## config.mk

```make
export PLATFORM = sky130hd
export DESIGN_NAME = line_buffer_sequencer_flat
export DESIGN_NICKNAME = d
export VERILOG_FILES = /design/src/rtl/line_buffer_sequencer_if.sv /design/src/rtl/line_buffer_sequencer.sv /design/src/flat_wrapper.sv
export SDC_FILE = /design/constraint.sdc
export NUM_CORES = 1
export LEC_CHECK = 0
export CORE_ASPECT_RATIO = 1.25
export CORE_MARGIN = 2
export CORE_UTILIZATION = 51
export DETAILED_ROUTE_END_ITERATION = 10
export PLACE_DENSITY = 0.82
export SETUP_SLACK_MARGIN = 0.3
export SLEW_MARGIN = 20
export SYNTH_ARGS = -nofsm -noshare
export SYNTH_HDL_FRONTEND = slang
export SYNTH_SLANG_ARGS = --single-unit
```

## constraint.sdc

```tcl
create_clock -name clk -period 3.8 [get_ports clk]
set_input_delay 0.76 -clock clk [delete_from_list [all_inputs] [get_ports clk]]
set_output_delay 0.76 -clock clk [all_outputs]
set_load 0.01 [all_outputs]
```

## src/rtl/line_buffer_sequencer_if.sv

```systemverilog
// Purpose: pixel-stream handshake, line-buffer control and window-report signals of the sequencer.
// Latency: wires only; timing is owned by the endpoints.
// Backpressure: pixel_ready is driven by the sequencer from down_ready; the source must hold pixel_valid.
//
// Signals:
//   pixel_valid       source has a pixel
//   pixel_ready       sequencer accepts a pixel this cycle
//   down_ready        downstream window consumer can take a window this cycle
//   line_write_enable line buffer write/shift strobe (one per accepted pixel)
//   line_addr         current column address into the line buffer
//   window_valid      one-cycle pulse: the window ending at window_col/window_row is complete
//   window_col        column of the right-most window pixel
//   window_row        row of the bottom window pixel
// Modports: master = pixel source / window consumer side, slave = sequencer side.
interface line_buffer_sequencer_if #(
  parameter int AddrWidth = 3,
  parameter int RowWidth  = 3
);
  logic                 pixel_valid;
  logic                 pixel_ready;
  logic                 down_ready;
  logic                 line_write_enable;
  logic [AddrWidth-1:0] line_addr;
  logic                 window_valid;
  logic [AddrWidth-1:0] window_col;
  logic [RowWidth-1:0]  window_row;

  modport master (
    output pixel_valid,
    output down_ready,
    input  pixel_ready,
    input  line_write_enable,
    input  line_addr,
    input  window_valid,
    input  window_col,
    input  window_row
  );

  modport slave (
    input  pixel_valid,
    input  down_ready,
    output pixel_ready,
    output line_write_enable,
    output line_addr,
    output window_valid,
    output window_col,
    output window_row
  );
endinterface

```

## src/rtl/line_buffer_sequencer.sv

```systemverilog
// Purpose: sequences the line-buffer bank over one raster frame and flags complete n x n windows.
// Latency: line_write_enable/line_addr combinational in the accept cycle; window_valid and frame_done one cycle later.
// Backpressure: pixel_ready follows down_ready while a frame is active; stalls freeze every counter.
//
// Ports:
//   clk        rising-edge clock for all state
//   rst        synchronous active-high reset (wins over start)
//   start      begins a frame; only looked at while idle
//   busy       high whenever the sequencer is not idle
//   frame_done one-cycle pulse the cycle after the last pixel of the frame is accepted
//   bus        pixel handshake, line-buffer control and window report (slave side)
module line_buffer_sequencer #(
  parameter int AddrWidth   = 3,
  parameter int ImageWidth  = 7,
  parameter int ImageHeight = 5,
  parameter int RowWidth    = 3,
  parameter int WindowSize  = 3
) (
  input  logic                    clk,
  input  logic                    rst,
  input  logic                    start,
  output logic                    busy,
  output logic                    frame_done,
  line_buffer_sequencer_if.slave  bus
);

  typedef enum logic [1:0] {
    IDLE = 2'd0,
    FILL = 2'd1,
    RUN  = 2'd2,
    DONE = 2'd3
  } state_t;

  typedef struct packed {
    logic [RowWidth-1:0]  row;
    logic [AddrWidth-1:0] col;
  } win_coord_t;

  localparam logic [AddrWidth-1:0] LastCol      = AddrWidth'(ImageWidth - 1);
  localparam logic [AddrWidth-1:0] FirstFullCol = AddrWidth'(WindowSize - 1);
  localparam logic [RowWidth-1:0]  LastFillRow  = RowWidth'(WindowSize - 2);
  localparam logic [RowWidth-1:0]  FirstFullRow = RowWidth'(WindowSize - 1);
  localparam logic [RowWidth-1:0]  LastRow      = RowWidth'(ImageHeight - 1);

  state_t               state;
  state_t               state_next;
  logic [AddrWidth-1:0] col;
  logic [AddrWidth-1:0] col_next;
  logic [RowWidth-1:0]  row;
  logic [RowWidth-1:0]  row_next;

  logic       active;
  logic       accept;
  logic       col_wrap;
  logic       window_hit;
  logic       win_vld;
  win_coord_t win_coord;
  logic       frame_done_q;

  assign active   = (state == FILL) || (state == RUN);
  assign accept   = bus.pixel_valid && bus.pixel_ready;
  assign col_wrap = (col == LastCol);

  // The window is complete once the accepted pixel sits at least n-1 rows and
  // n-1 columns into the frame: the line buffer then holds the n-1 rows above
  // and the incoming pixel closes the bottom-right corner.
  assign window_hit = accept && (row >= FirstFullRow) && (col >= FirstFullCol);

  assign bus.pixel_ready       = active && bus.down_ready;
  assign bus.line_write_enable = accept;
  assign bus.line_addr         = col;
  assign bus.window_valid      = win_vld;
  assign bus.window_col        = win_coord.col;
  assign bus.window_row        = win_coord.row;
  assign busy                  = (state != IDLE);
  assign frame_done            = frame_done_q;

  always_comb begin
    state_next = state;
    col_next   = col;
    row_next   = row;

    // Position counters only move on an accepted pixel; they never move in IDLE/DONE
    // because pixel_ready is held low there.
    if (accept) begin
      if (col_wrap) begin
        col_next = '0;
        row_next = row + RowWidth'(1);
      end else begin
        col_next = col + AddrWidth'(1);
      end
    end

    case (state)
      IDLE: begin
        if (start) begin
          state_next = FILL;
          col_next   = '0;
          row_next   = '0;
        end
      end
      FILL: begin
        if (accept && col_wrap && (row == LastFillRow)) begin
          state_next = RUN;
        end
      end
      RUN: begin
        if (accept && col_wrap && (row == LastRow)) begin
          state_next = DONE;
          // Park the row at zero rather than letting it run past the frame.
          row_next   = '0;
        end
      end
      DONE: begin
        state_next = IDLE;
      end
      default: begin
        state_next = IDLE;
      end
    endcase
  end

  always_ff @(posedge clk) begin
    if (rst) begin
      state        <= IDLE;
      col          <= '0;
      row          <= '0;
      win_vld      <= 1'b0;
      win_coord    <= '0;
      frame_done_q <= 1'b0;
    end else begin
      state        <= state_next;
      col          <= col_next;
      row          <= row_next;
      win_vld      <= window_hit;
      // Coordinates hold between windows so the consumer may sample them late.
      if (window_hit) begin
        win_coord <= '{row: row, col: col};
      end
      // Registered from the next state so the pulse lines up exactly with DONE.
      frame_done_q <= (state_next == DONE);
    end
  end

endmodule

```

## src/flat_wrapper.sv

```systemverilog
// flat-port wrapper written by rule: the top's interface ports become plain ports
module line_buffer_sequencer_flat 
#(
  parameter int AddrWidth   = 3,
  parameter int ImageWidth  = 7,
  parameter int ImageHeight = 5,
  parameter int RowWidth    = 3,
  parameter int WindowSize  = 3
)
  (clk, rst, start, busy, frame_done, bus_pixel_valid, bus_down_ready, bus_pixel_ready, bus_line_write_enable, bus_line_addr, bus_window_valid, bus_window_col, bus_window_row);
  line_buffer_sequencer_if #(.AddrWidth(AddrWidth), .RowWidth(RowWidth)) bus_i ();
  input  logic clk;
  input  logic rst;
  input  logic start;
  output logic busy;
  output logic frame_done;
  input wire logic [$bits(bus_i.pixel_valid)-1:0] bus_pixel_valid;
  input wire logic [$bits(bus_i.down_ready)-1:0] bus_down_ready;
  output wire logic [$bits(bus_i.pixel_ready)-1:0] bus_pixel_ready;
  output wire logic [$bits(bus_i.line_write_enable)-1:0] bus_line_write_enable;
  output wire logic [$bits(bus_i.line_addr)-1:0] bus_line_addr;
  output wire logic [$bits(bus_i.window_valid)-1:0] bus_window_valid;
  output wire logic [$bits(bus_i.window_col)-1:0] bus_window_col;
  output wire logic [$bits(bus_i.window_row)-1:0] bus_window_row;
  assign bus_i.pixel_valid = bus_pixel_valid;
  assign bus_i.down_ready = bus_down_ready;
  assign bus_pixel_ready = bus_i.pixel_ready;
  assign bus_line_write_enable = bus_i.line_write_enable;
  assign bus_line_addr = bus_i.line_addr;
  assign bus_window_valid = bus_i.window_valid;
  assign bus_window_col = bus_i.window_col;
  assign bus_window_row = bus_i.window_row;
  line_buffer_sequencer #(.AddrWidth(AddrWidth), .ImageWidth(ImageWidth), .ImageHeight(ImageHeight), .RowWidth(RowWidth), .WindowSize(WindowSize)) u_core (.clk(clk), .rst(rst), .start(start), .busy(busy), .frame_done(frame_done), .bus(bus_i));
endmodule
```

Yosys cells after proc, flatten, opt, wreduce, memory -nomap -nowiden
Index checks and enable logic that the tools add are counted.

Equality and inequality tests: 7. Reductions and logical operators: 10. Order comparisons: 2. Add/sub/neg operators: 2. Mux-type cells: 13.

Operators by type and width (count): $mux W3 (8); $pmux W2 S4 (1); $logic_and A1 B1 Y1 (7); $add A3 B1 Y3 const B (2); $eq A2 B2 Y1 const B (3); $eq A3 B3 Y1 const B (2); $ge A3 B2 Y1 const B (2); $mux W2 (3); $pmux W3 S2 (1); $eq A3 B1 Y1 const B (1); $eq A2 B1 Y1 const B (1); $logic_not A2 Y1 (1); $reduce_bool A2 Y1 (1); $logic_or A1 B1 Y1 (1).

Word-level logic and storage cells: 41. Output and inout port bits: 14. Register bits after elaboration: 16. Input bits: 5.

Depth between registers and ports, before layout
Gate-level depths: netlist (run 1).

Depth in word-level cells: 9. Depth in mapped cells: 7. Depth with buffers taken out: 7.

Least setup slack after synthesis (run 1)
OpenSTA, ideal clock, no wires.

Kind: in2out. Start: in bus_down_ready. End: out bus_line_write_enable. Stages: 2. Required time: 3040 ps. Setup slack: 2001 ps. Path buffers: 0. Arrival: 1039 ps. Cell sequence: nand3_2 -> inv_1.

Cells in the longest elaborated chain, start to end: 2.

RTL lines: start: declaration (RTL line flat_wrapper.sv:18) `input wire logic [$bits(bus_i.down_ready)-1:0] bus_down_ready;`; $logic_and A1 B1 Y1 (RTL line line_buffer_sequencer.sv:69) `assign bus.pixel_ready = active && bus.down_ready;`; $logic_and A1 B1 Y1 (RTL line line_buffer_sequencer.sv:61) `assign accept = bus.pixel_valid && bus.pixel_ready;`; end: declaration (RTL line flat_wrapper.sv:20) `output wire logic [$bits(bus_i.line_write_enable)-1:0] bus_line_write_enable;`.

No other way between the ends.

Worst setup path after layout (run 1)
Same ends and word-level chain as after synthesis.

==> results of run 1 <==
==> worst max-delay path: stages <==
cell	delay [ns]
clkdlybuf4s50_1	0.53
nand3_2	0.16
inv_1	0.15
clkdlybuf4s50_1	0.56
==> power breakdown <==
group	switching [uW]	internal, uW
clock	53.5	58.3
sequential	15.3	182
combinational	106	108
==> area by class of cell <==
| cell class | instances | area share, % |
|---|---|---|
| clock buffers | 4 | 3.43 |
| inverters | 7 | 2.49 |
| multi-input cells | 64 | 44.6 |
| flip-flops and latches | 16 | 30.3 |
| well taps | 18 | 2.13 |
| repair buffers | 18 | 17.0 |
==> logic make-up (layout without fill, tap and decap cells) <==
logic type                 count (synthesis)  in the layout  synth area share, %
xor gates and xnor gates                   2              2                 2.07
AOI/OAI and AO/OA                         20             20                 17.0
muxes                                      4              4                 4.73
DFF                                       16             16                 37.9
adders and majority gates                  6              6                 8.88
and+or+nand+nor                           32             32                 23.1
buffers and inverters                     11             29                 6.36
==> Yosys cell counts, types with 3 or more instances <==
cell      n  area (um2)
a21oi_1   7        35.0
and2_1    3        18.8
dfxtp_1  16         320
ha_1      6        75.1
inv_1     7        26.3
mux2i_1   4        40.0
nand2_1   8        30.0
nor2_1    5        18.8
==> metal layers <==
| layer | share of wire [%] | track usage (%) |
|---|---|---|
| met5 | 0 | 0 |
| met4 | 3.0 | 10.0 |
| met3 | 4.8 | 2.70 |
| met2 | 49 | 29.4 |
| met1 | 44 | 21.8 |
==> path summary, 6_finish.rpt <==
path | start | depth (start not counted) | end | slack, ns
worst min register to register | u_core.bus.window_row[1] | 2 | u_core.bus.window_row[1] | 0.47
worst min-delay path | u_core.bus.window_row[1] | 2 | u_core.bus.window_row[1] | 0.47
worst max register to register | u_core.state[1] | 6 | u_core.state[0] | 2.01
worst max-delay path | bus_down_ready | 4 | bus_line_write_enable | 0.87
==> through the flow <==
stage	cells	worst slack (ns)	util, %
after floorplan	91	2.00	-
after global placement	123	0.911	65.4
after detailed placement	123	0.876	65.4
after CTS	127	0.869	67.7
after global routing	127	0.817	67.7
final	127	0.871	67.7
==> registers in the layout (all words and copies together), names as in the netlist <==
| signal | cells |
|---|---|
| u_core.row | 3 |
| u_core.frame_done | 1 |
| u_core.bus.line_addr | 3 |
| u_core.state | 2 |
| u_core.bus.window_valid | 1 |
| u_core.bus.window_row | 3 |
| u_core.bus.window_col | 3 |
==> impl_metrics.ini, run 1 <==
[final_layout]
post_route_cells_drive_above_1_share_pct = 11.9
final_common_cell = clkdlybuf4s50_1
n_fill_cell = 140
final_cell_mix = clkdlybuf4s50_1 (18), dfxtp_1 (16), nand2_1 (8)
diodes = 0
fin_nets = 121
stdcell_area_um2 = 1060
multiInputGateArea_um2 = 472
area_growth_syn_to_layout_pct = 25.0
ff_latch_area_um2 = 320

[worst_setup_path]
path_max_fanout = 6
worstPathArrival_ns = 2.17
end_kind = output port
required_ns = 3.04
cp-start-kind = primary input
crit_type = primary input to output port

[sta]
slew_headroom_pct = 75.5
hold_viol = 0
tightestPinTransition_ns = 0.366
fin_worst_skew_ns = 0.0124
period_share_pct = 77.1
fin_hold_ws_ns = 0.467
setup_violations = 0
setup_tns_ns = 0
max_freq_mhz = 341
layout_min_cycle_time_ns = 2.93
rsz0062_at_grt = no
maxSlewViolCount = 0

[global_routing]
grt.overflow.total = 0
grt_pass1_vias = 630
track_usage_pct = 18.3
antenna_found_initial = 0
grt_max_degree = 12
grt_first_pass_wirelength_um = 2570

[drt]
route.detailed.drc = 0
drt_pre_antenna_iters = 4
wl_per_cell_um = 12.8
num_vias = 700
viasPerCell = 5.51
drt_iter0_drc = 13
drtAntennaViolNets = 0
wl_um = 1620

[flow_run]
drv_cap = 0

[clock_tree]
post_cts_buffers = 0
clock_latency_ns = 0.29
cts_max_level = 1
numClockSinks = 16
cts-root-buf = clkbuf_4
ctsResizeCount = 0
clk_path_buf_depth = 2
numCtsBuffers = 3
cts_tree = yes
hold_buffers = 0
clk_pin_slew_ns = 0.09

[synthesis]
ys.flop_type = dfxtp_1
synth_cell_types = 37
synth_cells = 91
synth-edff-count = 0
ys_ff_latch = 16
yosysSeqAreaShare_pct = 37.9
async_reset_ff_share_pct = 0
synthesis.nets = 102
netlist_area_um2 = 846
ys_warn_count = 0
syn_avg_cell_area_um2 = 9.29

[floorplan]
start_util_pct = 54.2
core_area_um2 = 1560
io_pins = 19
rows = 16
die_area_um2 = 2000
fp.dieH_um = 49.5
die_w_um = 40.4

[status]
status = completed

[power_and_ir_drop]
power_density_nw_per_um2 = 494
p_total_uw = 523
leakagePower_uw = 0.000398
ir_drop_mv = 0.257

[placed_design]
placed_cell_area_um2 = 1020
gp_congestion = 0.804
io_buffers = 18
dp_hpwl_um = 1240

[worst_hold_path]
hold_path_class = flip-flop to flip-flop
(Power assumes the default switching activity.)
==> run 2: changes to the inputs <==
--- a/config.mk
+++ b/config.mk
@@ -7,9 +7,9 @@
 export LEC_CHECK = 0
 export CORE_ASPECT_RATIO = 1.25
 export CORE_MARGIN = 2
-export CORE_UTILIZATION = 51
+export CORE_UTILIZATION = 48
 export DETAILED_ROUTE_END_ITERATION = 10
-export PLACE_DENSITY = 0.82
+export PLACE_DENSITY = 0.78
 export SETUP_SLACK_MARGIN = 0.3
 export SLEW_MARGIN = 20
 export SYNTH_ARGS = -nofsm -noshare
==> constraint.sdc (replaced) <==
create_clock -name clk -period 2.8 [get_ports clk]
set_input_delay 0.56 -clock clk [delete_from_list [all_inputs] [get_ports clk]]
set_output_delay 0.56 -clock clk [all_outputs]
set_load 0.01 [all_outputs]
==> impl_metrics.ini, run 2 (synthesis gave the netlist of run 1 again) <==
[worst_setup_path]
cp-start-kind = flip-flop
required_ns = 2.24
crit_type = flip-flop to output port
path_max_fanout = 4
worstPathArrival_ns = 1.73
end_kind = output port

[global_routing]
grt.overflow.total = 0
grt_first_pass_wirelength_um = 2650
antenna_found_initial = 0
track_usage_pct = 16.3
grt_pass1_vias = 649
grt_max_degree = 12

[floorplan]
rows = 16
fp.dieH_um = 50.9
core_area_um2 = 1600
die_w_um = 41.5
start_util_pct = 52.8
die_area_um2 = 2120
io_pins = 19

[drt]
route.detailed.drc = 0
drt_pre_antenna_iters = 4
wl_um = 1640
viasPerCell = 5.39
num_vias = 684
drtAntennaViolNets = 0
drt_iter0_drc = 4
wl_per_cell_um = 12.9

[final_layout]
final_cell_mix = clkdlybuf4s50_1 (16), dfxtp_1 (16), nand2_1 (8)
fin_nets = 121
area_growth_syn_to_layout_pct = 28.0
stdcell_area_um2 = 1080
diodes = 0
post_route_cells_drive_above_1_share_pct = 12.8

[sta]
maxSlewViolCount = 0
layout_min_cycle_time_ns = 2.29
max_freq_mhz = 438
hold_viol = 0
rsz0062_at_grt = no
tightestPinTransition_ns = 0.383
setup_violations = 0
fin_worst_skew_ns = 0.00408
setup_tns_ns = 0
slew_headroom_pct = 74.4
period_share_pct = 81.6

[clock_tree]
clock_latency_ns = 0.30
clk_path_buf_depth = 2
cts_tree = yes
cts-root-buf = clkbuf_4
cts_max_level = 1
post_cts_buffers = 0
clk_pin_slew_ns = 0.09
numClockSinks = 16
numCtsBuffers = 3

[power_and_ir_drop]
power_density_nw_per_um2 = 693
leakagePower_uw = 0.000426
ir_drop_mv = 0.410

[placed_design]
gp_congestion = 0.809
io_buffers = 18
placed_cell_area_um2 = 1020
dp_hpwl_um = 1200

[worst_hold_path]
hold_path_class = flip-flop to flip-flop

[status]
status = completed

[flow_run]
drv_cap = 0
-- run 2: cell types whose count changed in the layout (fill, tap and decap cells not counted) --
cell             delta
ha_1                -1
clkdlybuf4s50_1     -2
dlymetal6s2s_1      +2
nand3_2             -1
nand3_4             +1
ha_4                +1
-- run 2: final cells by class --
type                            instances  area [um2]
Fill cell                             130         519
Multi-Input combinational cell         64         492
Sequential cell                        16         320
Timing Repair Buffer                   18         185
Clock buffer                            4        36.3
Inverter                                7        26.3
Tap cell                               18        22.5
-- run 2: report_power, final --
group / total [uW] / internal, uW / switching [uW] / leakage, uW
Clock: 157 / 79.4 / 77.9 / 0.0000210
Combinational: 325 / 173 / 151 / 0.000276
Sequential: 268 / 248 / 20.7 / 0.000129
Total: 750 / 500 / 250 / 0.000426
-- run 2: final timing paths --
| path | slack, ns | depth (start not counted) | end | startpoint |
|---|---|---|---|---|
| worst max-delay path | 0.51 | 4 | bus_pixel_ready | u_core.state[1] |
| worst min-delay path | 0.46 | 2 | u_core.bus.window_row[1] | u_core.bus.window_row[1] |
| worst max register to register | 1.16 | 6 | u_core.row[1] | u_core.state[1] |
| worst min register to register | 0.46 | 2 | u_core.bus.window_row[1] | u_core.bus.window_row[1] |
-- run 2: timing repair --
item / 4_1_cts / 5_1_grt
endpoints found under the setup margin: 1 / 1
hold buffers: 0 / 0
hold endpoints to repair: 0 / 0
gates resized for setup: 1 / 3
-- run 2: worst max-delay path, cell delays in order, from the launching register on --
cell	delay, ns
dfxtp_1	0.39
inv_1	0.10
ha_4	0.30
and2_1	0.12
clkdlybuf4s50_1	0.53
-- run 2: through the flow --
step	total power [uW]	util (%)	cells	setup slack, ns	hold WS, ns
after floorplan	472	-	91	1.22	0.481
after global placement	552	63.7	123	0.311	0.448
after detailed placement	556	63.7	123	0.296	0.447
after CTS	718	66.5	127	0.307	0.460
after global routing	795	67.6	127	0.433	0.491
final	750	67.6	127	0.514	0.457
-- run 2: layer usage --
layer  vias to the layer above  GRT usage (%)  routed length (um)
met1                       316           18.8                 713
met5                         -              0                   0
met2                        14           28.4                 814
met3                         5           2.12                  71
met4                         0           9.68                  40
li1                        349              -                   -
==> run 3: changes to the inputs <==
==> constraint.sdc (replaced) <==
create_clock -name clk -period 2.3 [get_ports clk]
set_input_delay 0.46 -clock clk [delete_from_list [all_inputs] [get_ports clk]]
set_output_delay 0.46 -clock clk [all_outputs]
set_load 0.01 [all_outputs]
==> impl_metrics.ini, run 3 (synthesis gave the netlist of run 1 again) <==
[placed_design]
gp_congestion = 0.772
dp_hpwl_um = 1320
placed_cell_area_um2 = 1040
io_buffers = 18

[sta]
layout_min_cycle_time_ns = 1.92
hold_viol = 0
period_share_pct = 83.6
setup_violations = 0
fin_worst_skew_ns = 0.00292
tightestPinTransition_ns = 0.396
maxSlewViolCount = 0
slew_headroom_pct = 73.5
setup_tns_ns = 0
rsz0062_at_grt = no
max_freq_mhz = 520

[drt]
route.detailed.drc = 0
drtAntennaViolNets = 0
drt_iter0_drc = 7
num_vias = 684
wl_um = 1730
viasPerCell = 5.30
wl_per_cell_um = 13.4
drt_pre_antenna_iters = 4

[worst_setup_path]
critPathTopFamily = buffers and inverters
crit_type = flip-flop to output port
path_max_fanout = 11
cp-start-kind = flip-flop
worstPathArrival_ns = 1.46
r2r_start = u_core.state[1]
crit_slowest_cell = clkdlybuf4s50_1
path_cells = clkdlybuf4s50_1
reg2reg_slack_ns = 0.54
reg2reg_depth = 7
r2r_end = u_core.state[0]
required_ns = 1.84
cp_num_cells = 1
end_kind = output port
crit_buf_inv = 1
cp_slowest_stage_delay_ns = 0.61

[floorplan]
start_util_pct = 52.8
die_area_um2 = 2120
die_w_um = 41.5
core_area_um2 = 1600
fp.dieH_um = 50.9
io_pins = 19
rows = 16

[clock_tree]
numCtsBuffers = 3
cts_tree = yes
cts_max_level = 1
post_cts_buffers = 0
clk_path_buf_depth = 2
clk_pin_slew_ns = 0.10
cts-root-buf = clkbuf_4
numClockSinks = 16
clock_latency_ns = 0.28

[power_and_ir_drop]
internal_power_uw = 607
combPwrFrac_pct = 42.9
p_switching_uw = 302
ir_drop_mv = 0.419
power_density_nw_per_um2 = 835
clkPwrFrac_pct = 20.7
leakagePower_uw = 0.000428
p_sw_share_pct = 33.2
pwr-share-seq_pct = 36.4

[final_layout]
stdcell_area_um2 = 1090
area_growth_syn_to_layout_pct = 28.7
final_util_pct = 68.0
post_route_cells_drive_above_1_share_pct = 16.2
n_fill_cell = 135
fin_nets = 123
final_cell_mix = clkdlybuf4s50_1 (15), dfxtp_1 (14), nand2_1 (8)
final_common_cell = clkdlybuf4s50_1
diodes = 0

[global_routing]
grt_first_pass_wirelength_um = 2930
track_usage_pct = 17.8
antenna_found_initial = 0
grt.overflow.total = 0
grt_pass1_vias = 695
grt_max_degree = 12

[worst_hold_path]
hold_path.startpoint = u_core.bus.window_row[2]
holdPathEnd = u_core.bus.window_row[2]
holdPathStages = 2
hold_path_class = flip-flop to flip-flop

[flow_run]
drv_cap = 0

[status]
status = completed
run 3: power by group through the flow:
stage	combinational (uW)	clock [uW]	sequential (uW)
2_1_floorplan	248	0	327
3_3_place_gp	354	0	332
3_5_place_dp	363	0	334
4_1_cts	394	191	331
5_1_grt	424	203	334
6_report	390	188	331
run 3: layer usage:
metal / wire length, um / track usage (%) / part of all wire (%) / vias up
met4: 9 / 6.45 / 0.52 / 0
met1: 741 / 19.1 / 43 / 317
li1: - / - / - / 352
met5: 0 / 0 / 0 / -
met3: 71 / 4.24 / 4.1 / 2
met2: 910 / 33.3 / 53 / 13
run 3: stage by stage:
stage | setup slack, ns | std cells | total power (uW) | hold slack [ns]
2_1_floorplan | 0.740 | 91 | 575 | 0.481
3_3_place_gp | 0.146 | 125 | 686 | 0.447
3_5_place_dp | 0.133 | 125 | 697 | 0.450
4_1_cts | 0.300 | 129 | 917 | 0.463
5_1_grt | 0.302 | 129 | 962 | 0.487
6_report | 0.378 | 129 | 909 | 0.460
run 3: what timing repair did:
item	CTS	global route
resized for setup	5	2
hold buffers	0	0
setup endpoints to repair	3	2
run 3: cell type report:
class / count / area [um2] / area share [%]
clock buffer: 4 / 36.3 / 3.33
inverter: 7 / 26.3 / 2.41
multi-input combinational: 64 / 484 / 44.5
sequential: 16 / 323 / 29.7
tap: 18 / 22.5 / 2.07
timing repair buffer: 20 / 196 / 18.0
run 3: worst max-delay path by stage:
stage	endpoint	startpoint	slack [ns]
2_1_floorplan	u_core.frame_done	u_core.state[0]	0.74
3_3_place_gp	bus_line_write_enable	bus_down_ready	0.15
3_5_place_dp	bus_line_write_enable	bus_down_ready	0.13
4_1_cts	busy	u_core.state[1]	0.30
5_1_grt	bus_line_addr[0]	u_core.bus.line_addr[0]	0.30
6_report	bus_line_addr[0]	u_core.bus.line_addr[0]	0.38
